## src/rtl/branch_predictor_pkg.sv

```systemverilog
// Shared pipeline constants for branch prediction: branch opcodes, 2-bit counter
// encodings and the sequential PC increment.
package branch_predictor_pkg;

  localparam logic [5:0] OP_REGIMM = 6'h01;
  localparam logic [5:0] OP_BEQ    = 6'h04;
  localparam logic [5:0] OP_BNE    = 6'h05;
  localparam logic [5:0] OP_BLEZ   = 6'h06;
  localparam logic [5:0] OP_BGTZ   = 6'h07;

  localparam int unsigned PC_INC = 4;

  typedef enum logic [1:0] {
    SNT = 2'd0,
    WNT = 2'd1,
    WT  = 2'd2,
    ST  = 2'd3
  } ctr_e;

  function automatic logic is_branch_op(input logic [5:0] op);
    return (op == OP_REGIMM) || (op >= OP_BEQ && op <= OP_BGTZ);
  endfunction

endpackage

```

## src/rtl/branch_predictor_sat_counter2.sv

```systemverilog
// 2-bit saturating up/down counter; load forces weakly-taken for a fresh allocation.
module sat_counter2
  import branch_predictor_pkg::*;
(
  input  logic       clk,
  input  logic       rst_n,
  input  logic       en_i,
  input  logic       up_i,
  input  logic       load_i,
  output logic [1:0] ctr_o
);

  logic [1:0] ctr_q, ctr_d;

  always_comb begin
    ctr_d = ctr_q;
    if (load_i) begin
      ctr_d = WT;
    end else if (en_i) begin
      if (up_i && ctr_q != ST)       ctr_d = ctr_q + 2'd1;
      else if (!up_i && ctr_q != SNT) ctr_d = ctr_q - 2'd1;
    end
  end

  always_ff @(posedge clk or negedge rst_n) begin
    if (!rst_n) ctr_q <= WNT;
    else        ctr_q <= ctr_d;
  end

  assign ctr_o = ctr_q;

endmodule

```

## src/rtl/branch_predictor.sv

```systemverilog
// Direct-mapped BHT/BTB: zero-latency lookup for IF, training and misprediction
// redirect from the ID-stage branch resolution, plus resolution statistics.
module branch_predictor
  import branch_predictor_pkg::*;
#(
  parameter int unsigned IDX_W = 4,
  parameter int unsigned CNT_W = 16
) (
  input  logic             clk,
  input  logic             reset,
  input  logic [31:0]      if_pc,
  output logic             pred_taken,
  output logic [31:0]      pred_target,
  input  logic             id_valid,
  input  logic             id_stall,
  input  logic [31:0]      id_pc,
  input  logic             id_branch,
  input  logic [31:0]      id_target,
  input  logic             id_pred_taken,
  input  logic [31:0]      id_pred_target,
  output logic             mispredict,
  output logic [31:0]      redirect_pc,
  output logic [CNT_W-1:0] branch_cnt,
  output logic [CNT_W-1:0] mispred_cnt
);

  localparam int unsigned DEPTH = 1 << IDX_W;
  localparam int unsigned TAG_W = 32 - IDX_W - 2;

  logic [DEPTH-1:0] valid_q;
  logic [TAG_W-1:0] tag_q    [DEPTH];
  logic [31:0]      target_q [DEPTH];
  logic [1:0]       ctr      [DEPTH];
  logic [DEPTH-1:0] ctr_en, ctr_load;

  logic [IDX_W-1:0] if_idx, id_idx;
  logic [TAG_W-1:0] if_tag, id_tag;
  logic             if_hit, id_hit, upd;
  logic [CNT_W-1:0] branch_cnt_q, mispred_cnt_q;

  // Word-aligned PCs: the low two bits never participate in indexing or tagging.
  wire unused_pc_lsbs = ^{if_pc[1:0], id_pc[1:0]};

  assign if_idx = if_pc[IDX_W+1:2];
  assign if_tag = if_pc[31:IDX_W+2];
  assign id_idx = id_pc[IDX_W+1:2];
  assign id_tag = id_pc[31:IDX_W+2];

  assign if_hit      = valid_q[if_idx] && (tag_q[if_idx] == if_tag);
  assign pred_taken  = if_hit && ctr[if_idx][1];
  assign pred_target = pred_taken ? target_q[if_idx] : 32'd0;

  assign upd         = id_valid && !id_stall;
  assign id_hit      = valid_q[id_idx] && (tag_q[id_idx] == id_tag);
  assign mispredict  = upd && ((id_branch != id_pred_taken) ||
                               (id_branch && (id_pred_target != id_target)));
  assign redirect_pc = id_branch ? id_target : id_pc + 32'(PC_INC);

  // Hits train the counter either way; only taken misses allocate.
  always_comb begin
    ctr_en   = '0;
    ctr_load = '0;
    for (int unsigned i = 0; i < DEPTH; i++) begin
      if (upd && id_idx == IDX_W'(i)) begin
        ctr_en[i]   = id_hit;
        ctr_load[i] = !id_hit && id_branch;
      end
    end
  end

  for (genvar g = 0; g < DEPTH; g++) begin : g_ctr
    sat_counter2 u_ctr (
      .clk    (clk),
      .rst_n  (reset),
      .en_i   (ctr_en[g]),
      .up_i   (id_branch),
      .load_i (ctr_load[g]),
      .ctr_o  (ctr[g])
    );
  end

  // Any taken resolution (hit or allocate) writes tag/target; tag is unchanged on a hit.
  always_ff @(posedge clk or negedge reset) begin
    if (!reset) begin
      valid_q <= '0;
      for (int unsigned i = 0; i < DEPTH; i++) begin
        tag_q[i]    <= '0;
        target_q[i] <= '0;
      end
    end else if (upd && id_branch) begin
      valid_q[id_idx]  <= 1'b1;
      tag_q[id_idx]    <= id_tag;
      target_q[id_idx] <= id_target;
    end
  end

  always_ff @(posedge clk or negedge reset) begin
    if (!reset) begin
      branch_cnt_q  <= '0;
      mispred_cnt_q <= '0;
    end else begin
      if (upd && branch_cnt_q != '1)        branch_cnt_q  <= branch_cnt_q + CNT_W'(1);
      if (mispredict && mispred_cnt_q != '1) mispred_cnt_q <= mispred_cnt_q + CNT_W'(1);
    end
  end

  assign branch_cnt  = branch_cnt_q;
  assign mispred_cnt = mispred_cnt_q;

endmodule

```

## config.mk

```make
export PLATFORM = sky130hd
export DESIGN_NAME = branch_predictor
export DESIGN_NICKNAME = d
export VERILOG_FILES = /design/src/rtl/branch_predictor_pkg.sv /design/src/rtl/branch_predictor_sat_counter2.sv /design/src/rtl/branch_predictor.sv
export SDC_FILE = /design/constraint.sdc
export NUM_CORES = 2
export LEC_CHECK = 0
export ABC_CLOCK_PERIOD_IN_PS = 5750
export CAP_MARGIN = 20
export CORE_UTILIZATION = 55
export DETAILED_ROUTE_END_ITERATION = 8
export GPL_ROUTABILITY_DRIVEN = 0
export MAX_ROUTING_LAYER = met4
export PLACE_DENSITY_LB_ADDON = 0.3
export REMOVE_ABC_BUFFERS = 1
export SYNTH_ARGS = -nofsm -noshare
export SYNTH_HDL_FRONTEND = slang
export SYNTH_SLANG_ARGS = --single-unit
```

## constraint.sdc

```tcl
create_clock -name clk -period 5.75 [get_ports clk]
set_input_delay 1.15 -clock clk [delete_from_list [all_inputs] [get_ports clk]]
set_output_delay 1.15 -clock clk [all_outputs]
set_load 0.05 [all_outputs]
```

-- Yosys cells after proc, flatten, opt, wreduce, memory -nomap -nowiden
Index checks and enable logic that the tools add are counted.
- reductions and logical operators: 129
- $lt $le $gt $ge: 6
- equal/unequal tests: 37
- add/sub/neg operators: 35
- mux-type cells: 122
- bitwise operators: 3
- operator list (cell ; number):
    $bwmux W512 ; 1
    $bwmux W416 ; 1
    $bmux W26 S4 ; 2
    $mux W32 ; 5
    $mux W2 ; 66
    $mux W26 ; 5
    $bmux W32 S4 ; 1
    $demux W32 S4 ; 1
    $demux W26 S4 ; 1
    $reduce_bool A2 Y1 ; 32
    $logic_and A1 B1 Y1 ; 60
    $eq A26 B26 Y1 ; 2
    $reduce_bool A3 Y1 ; 16
    $mux W1 ; 35
    $add A16 B1 Y16 const B ; 2
    $add A2 B1 Y2 const B ; 16
    $add A32 B3 Y32 const B ; 1
    $eq A4 B4 Y1 const B ; 8
    $ne A16 B16 Y1 const B ; 2
    $ne A2 B2 Y1 const B ; 16
    $ne A32 B32 Y1 ; 1
    $reduce_and A2 Y1 ; 16
    $sub A2 B1 Y2 const B ; 16
    $eq A4 B3 Y1 const B ; 4
    15 further kinds ; 22
- word-level logic and storage cells: 383
- output and inout port bits: 98
- flip-flop bits (word level): 1008

-- Longest topological paths before layout
- word-level depth: 11
- depth in mapped cells: 14
- mapped depth without buffers: 10

-- Hierarchy
Synthesis repeated with hierarchy kept, for this count alone.
- cells, all modules: 3551
- area, all modules: 51425.6 sq um
- by module, submodules not included (module ; area each (sq um) ; cells each ; seq. area each (sq um) ; times used):
    branch_predictor ; 49744.0 ; 3391 ; 24423.4 ; 1
    sat_counter2 ; 105.1 ; 10 ; 51.3 ; 16

-- Worst setup path before layout
Ideal clock, no wire load.
- kind: in2out
- start point: in id_pc[5]
- end point: out redirect_pc[29]
- cell stages on the path: 11
- slack: 131 ps
- arrival: 4469 ps
- path through: buf_2 buf_2 buf_2 clkbuf_1 nand3_1 nor4_1 nand2_1 nor2_1 nand3_1 xor2_1 o21ai_0
- cells in the longest elaborated chain, start to end: 2
- ends and longest elaborated chain (item ; RTL line ; RTL):
    start: declaration ; branch_predictor.sv:16 ; input logic [31:0] id_pc,
    $add A32 B3 Y32 ; branch_predictor.sv:57 ; assign redirect_pc = id_branch ? id_target : id_pc + 32'(PC_INC);
    $mux W32 ; branch_predictor.sv:57 ;
    end: declaration ; branch_predictor.sv:22 ; output logic [31:0] redirect_pc,
Every way passes these cells.

-- Worst setup path after layout
- start point: in if_pc[2]
- end point: out pred_target[20]
- cells in the longest elaborated chain, start to end: 8
- elaborated cells between the ends (all ways): 16
- ends and longest elaborated chain (item ; RTL line ; RTL):
    start: declaration ; branch_predictor.sv:11 ; input logic [31:0] if_pc,
    $not A4 Y5 (not written as such) ; branch_predictor.sv:49, branch_predictor.sv:50, branch_predictor.sv:51 ;
    $bmux W26 S4 ; branch_predictor.sv:49 ; assign if_hit = valid_q[if_idx] && (tag_q[if_idx] == if_tag);
    $mux W26 (not written as such) (2 in a row) ; branch_predictor.sv:49 ;
    $eq A26 B26 Y1 ; branch_predictor.sv:49 ;
    $logic_and A1 B1 Y1 ; branch_predictor.sv:49 ;
    $logic_and A1 B1 Y1 ; branch_predictor.sv:50 ; assign pred_taken = if_hit && ctr[if_idx][1];
    $mux W32 (*) ; branch_predictor.sv:51 ; assign pred_target = pred_taken ? target_q[if_idx] : 32'd0;
    end: declaration ; branch_predictor.sv:13 ; output logic [31:0] pred_target,
Every way passes the cells marked *; elsewhere a longest branch is shown, timed or not. The select of a mux whose other input is x is not followed.

==> summary.txt <==
Logic synthesis
  • Xor and xnor area share after synthesis: between 2 and 2.5%
  • Synth Area in Simple Gates: approximately 4.2%
  • Netlist cell types: 66
  • Combinational family with the most area after synthesis: multiplexers
  • Seq/Total Area, Yosys: about half
  • Synth Flop Type: dfrtp_1
  • Adder-cell area share of the yosys netlist: less than 1%
  • Synth Instances: approximately 3600
  • Syn. warnings: 0
  • Proportion of synthesized area in mux cells: between 30% and 40%
  • Cell Area, Synth: between 50000 and 60000 um^2
  • Async S/R FF share, synth: 100%
  • Post-synthesis register bit count: around 1000
  • Synth Area per Inst: between 10 and 15 um^2
  • Synth Area in Compound Gates: around 2.9%
  • Post-synth EDFFs: 0

Routing
  • Drt first pass iters: 8
  • Drt via density: around 6.7
  • Total wire length: ~150000 um
  • Via count: between 30000 and 40000
  • WL/cell: roughly 30 um
  • Initial DRC Count: around 3500
  • Antenna-violating nets left: 0
  • Drt drc: 0

Clocking
  • CTS tree: yes
  • TritonCTS buffer count: 105
  • # clock sinks: 1008
  • Root buf cell: clkbuf_16
  • Setup Fix Bufs, Post-CTS: 0
  • Worst skew pair latency: roughly 710 ps
  • Hold_buf cts: 0
  • Clock-pin transition on the worst setup and hold timing paths: approximately 50 ps
  • Longest Clk Path Bufs: 3
  • H-Tree Level Count: 3

Die
  • Ports: 232
  • Initial Util: about 56%
  • Core region area: just over 90000 um^2
  • Die Wd: 308 um
  • DIE AREA: between 90000 and 100000 um^2
  • Die Height: 308 um
  • Row count: around 110

Global route
  • First-pass GRT wire length: between 200000 and 250000 um
  • Pin count of the biggest net entering global routing: roughly 150
  • GRT Max-Usage Layer: met2
  • Met1 usage: approximately 46%
  • Grt ovf: 0
  • Vias in the first global route: ~35000
  • Gr usage total: 34.1%
  • Initial antenna violation count: 5
  • Global Route met2 Usage: between 50% and 60%
  • Met3 Use GR: just over 7%

STA
  • Final worst-path cycle share: 98.4%
  • Worst Hold Slack: just under 500 ps
  • Setup Skew: 49.4 ps
  • Final hold viol count: 0
  • Min cycle time layout: ~5700 ps
  • Final setup fails: 0
  • Total Negative Setup Slacks: 0 ps
  • Relative slew slack: approximately 29%
  • Worst Tran Pin Value: between 1000 and 1500 ps
  • RSZ-0062 raised after global routing: true
  • Max Fclk: around 0.18 GHz
  • Slew Viols, Final: 0

Worst setup path
  • CP Cell Sequence: buf_8, buf_12, buf_12, mux4_2, mux4_2, xnor2_2, o211ai_1, nor4_2, buf_4, nand4_1, buf_12, nor2b_1, buf_12
  • Critical Path AT: 4510 ps
  • Crit end category: primary output
  • Reg2Reg Setup Slack: between 2000 and 2500 ps
  • CP startpoint kind: input port
  • Worst Setup SP: if_pc[2]
  • Critical path class: input port to primary output
  • Slowest library cell on the worst path: mux4_2
  • Crit Path Max Fanout: 33
  • R2R Path Start: tag_q[62]
  • Req. time, crit path: around 4600 ps
  • Slowest stage delay, CP: 520 ps
  • Crit path top cell by count: buf_12

Cells and area
  • Layout Area Growth over Synthesis: 16.6%
  • Layout Cells excl Fill: 5084
  • Layout cells sized above 1: 48.0%
  • Design area: roughly 60000 um^2
  • # fillers: 6626
  • # nets final: roughly 4000
  • Most common cell after layout, fill and taps aside: dfrtp_1
  • Most frequent cells in the layout: dfrtp_1, mux2_2, mux4_2

Power and ir drop
  • Power density cells: approximately 320 nW/um^2
  • Worst vdd ir: about 0.26 mV
  • Leak pwr: around 26 nW

Outcome
  • Status: finished clean

Min path
  • Launch point of the worst hold path: branch_cnt[5]
  • Hold Crit Class: flip-flop to flip-flop

Place
  • Post-Place Cells: about 5000
  • HPWL Detailed: around 95000 um
  • Cell Area, Placed: about 56000 um^2
  • Number of buffers added on ports: around 230

Run
  • MaxCap Viol Count: 0
==> kinds of logic after synthesis <==
family,after synthesis
flops,1008
fa+ha+maj,6
compound gates,229
buf+inv,386
xor+xnor,128
simple gates,430
mux,1382
==> synth_stat cells (8+ instances only) <==
library cell / n / area [um^2]
nand4_1: 30 / 188
xor2_1: 52 / 455
o21ai_0: 77 / 385
xnor2_1: 76 / 666
buf_4: 8 / 60.1
and2_1: 10 / 62.6
buf_2: 38 / 190
and3_1: 11 / 68.8
nand3_1: 45 / 225
dfstp_2: 16 / 420
nor2b_1: 42 / 263
nor3_1: 29 / 145
mux4_1: 8 / 210
buf_1: 28 / 105
mux2i_1: 44 / 440
nor4_1: 16 / 100
o22ai_1: 39 / 244
nand2_1: 123 / 462
mux2_2: 956 / 10800
a31oi_1: 14 / 87.6
or2_2: 17 / 106
inv_1: 34 / 128
a21oi_1: 33 / 165
mux4_2: 374 / 8420
buf_6: 8 / 90.1
clkbuf_1: 264 / 991
dfrtp_1: 992 / 24800
nor2_1: 75 / 282
==> power breakdown <==
group | internal (W) | total [W] | leakage (nW) | switching, W
sequential | 0.00807 | 0.00872 | 13.3 | 0.000651
combinational | 0.00186 | 0.00344 | 11.3 | 0.00157
clock | 0.00433 | 0.00731 | 1.83 | 0.00297
total | 0.0143 | 0.0195 | 26.4 | 0.00520
==> critical path, delay by kind of cell <==
kind,cells,cell delay (ps)
simple gates,3,630
mux,2,1010
xor+xnor,1,190
buf+inv,6,1190
compound gates,1,230
==> registers in the layout (all words and copies together) (netlist names) <==
register           cells
target_q             512
tag_q                416
g_ctr.u_ctr.ctr_o     32
branch_cnt            16
mispred_cnt           16
valid_q               16
==> through the flow <==
stage	util (%)	total power (W)	worst slack, ps
5_1_grt	65.2	0.0201	13.0
2_1_floorplan	-	0.0107	264
3_3_place_gp	61.1	0.0121	44.1
6_report	65.2	0.0195	93.7
3_5_place_dp	61.1	0.0122	31.1
4_1_cts	65.1	0.0195	7.54
==> layout make-up <==
type	instances	area (um^2)	share of cell area (%)
Antenna cell	4	10.0	0.0167
Multi-Input combinational cell	2175	24800	41.3
Inverter	38	143	0.237
Timing Repair Buffer	419	4580	7.62
Clock buffer	151	3050	5.08
Clock inverter	46	684	1.14
Tap cell	1243	1560	2.59
Sequential cell	1008	25200	42.0
==> final timing paths <==
path / cells after the start / to
min in group asynchronous: 1 / branch_cnt[3]
min reg2reg: 1 / branch_cnt[5]
max: 13 / pred_target[20]
max in group asynchronous: 2 / target_q[98]
min: 1 / branch_cnt[5]
max reg2reg: 10 / g_ctr[12].u_ctr.ctr_o[0]
==> routing by layer <==
layer  vias to the layer above  share of wire (%)
met1                     18000                 40
met5                         -                  0
met2                      1736                 47
li1                      13700                  -
met3                       376                9.0
met4                         0                4.1
==> timing repair <==
| item | 4_1_cts | 5_1_grt |
|---|---|---|
| pin swaps | 0 | 1 |
| setup endpoints to repair | 1 | 33 |
| endpoints found under the hold margin | 0 | 0 |
| cloned | 0 | 0 |
| resized for setup | 1 | 13 |
Note: power is estimated with default switching activity, not from simulation.
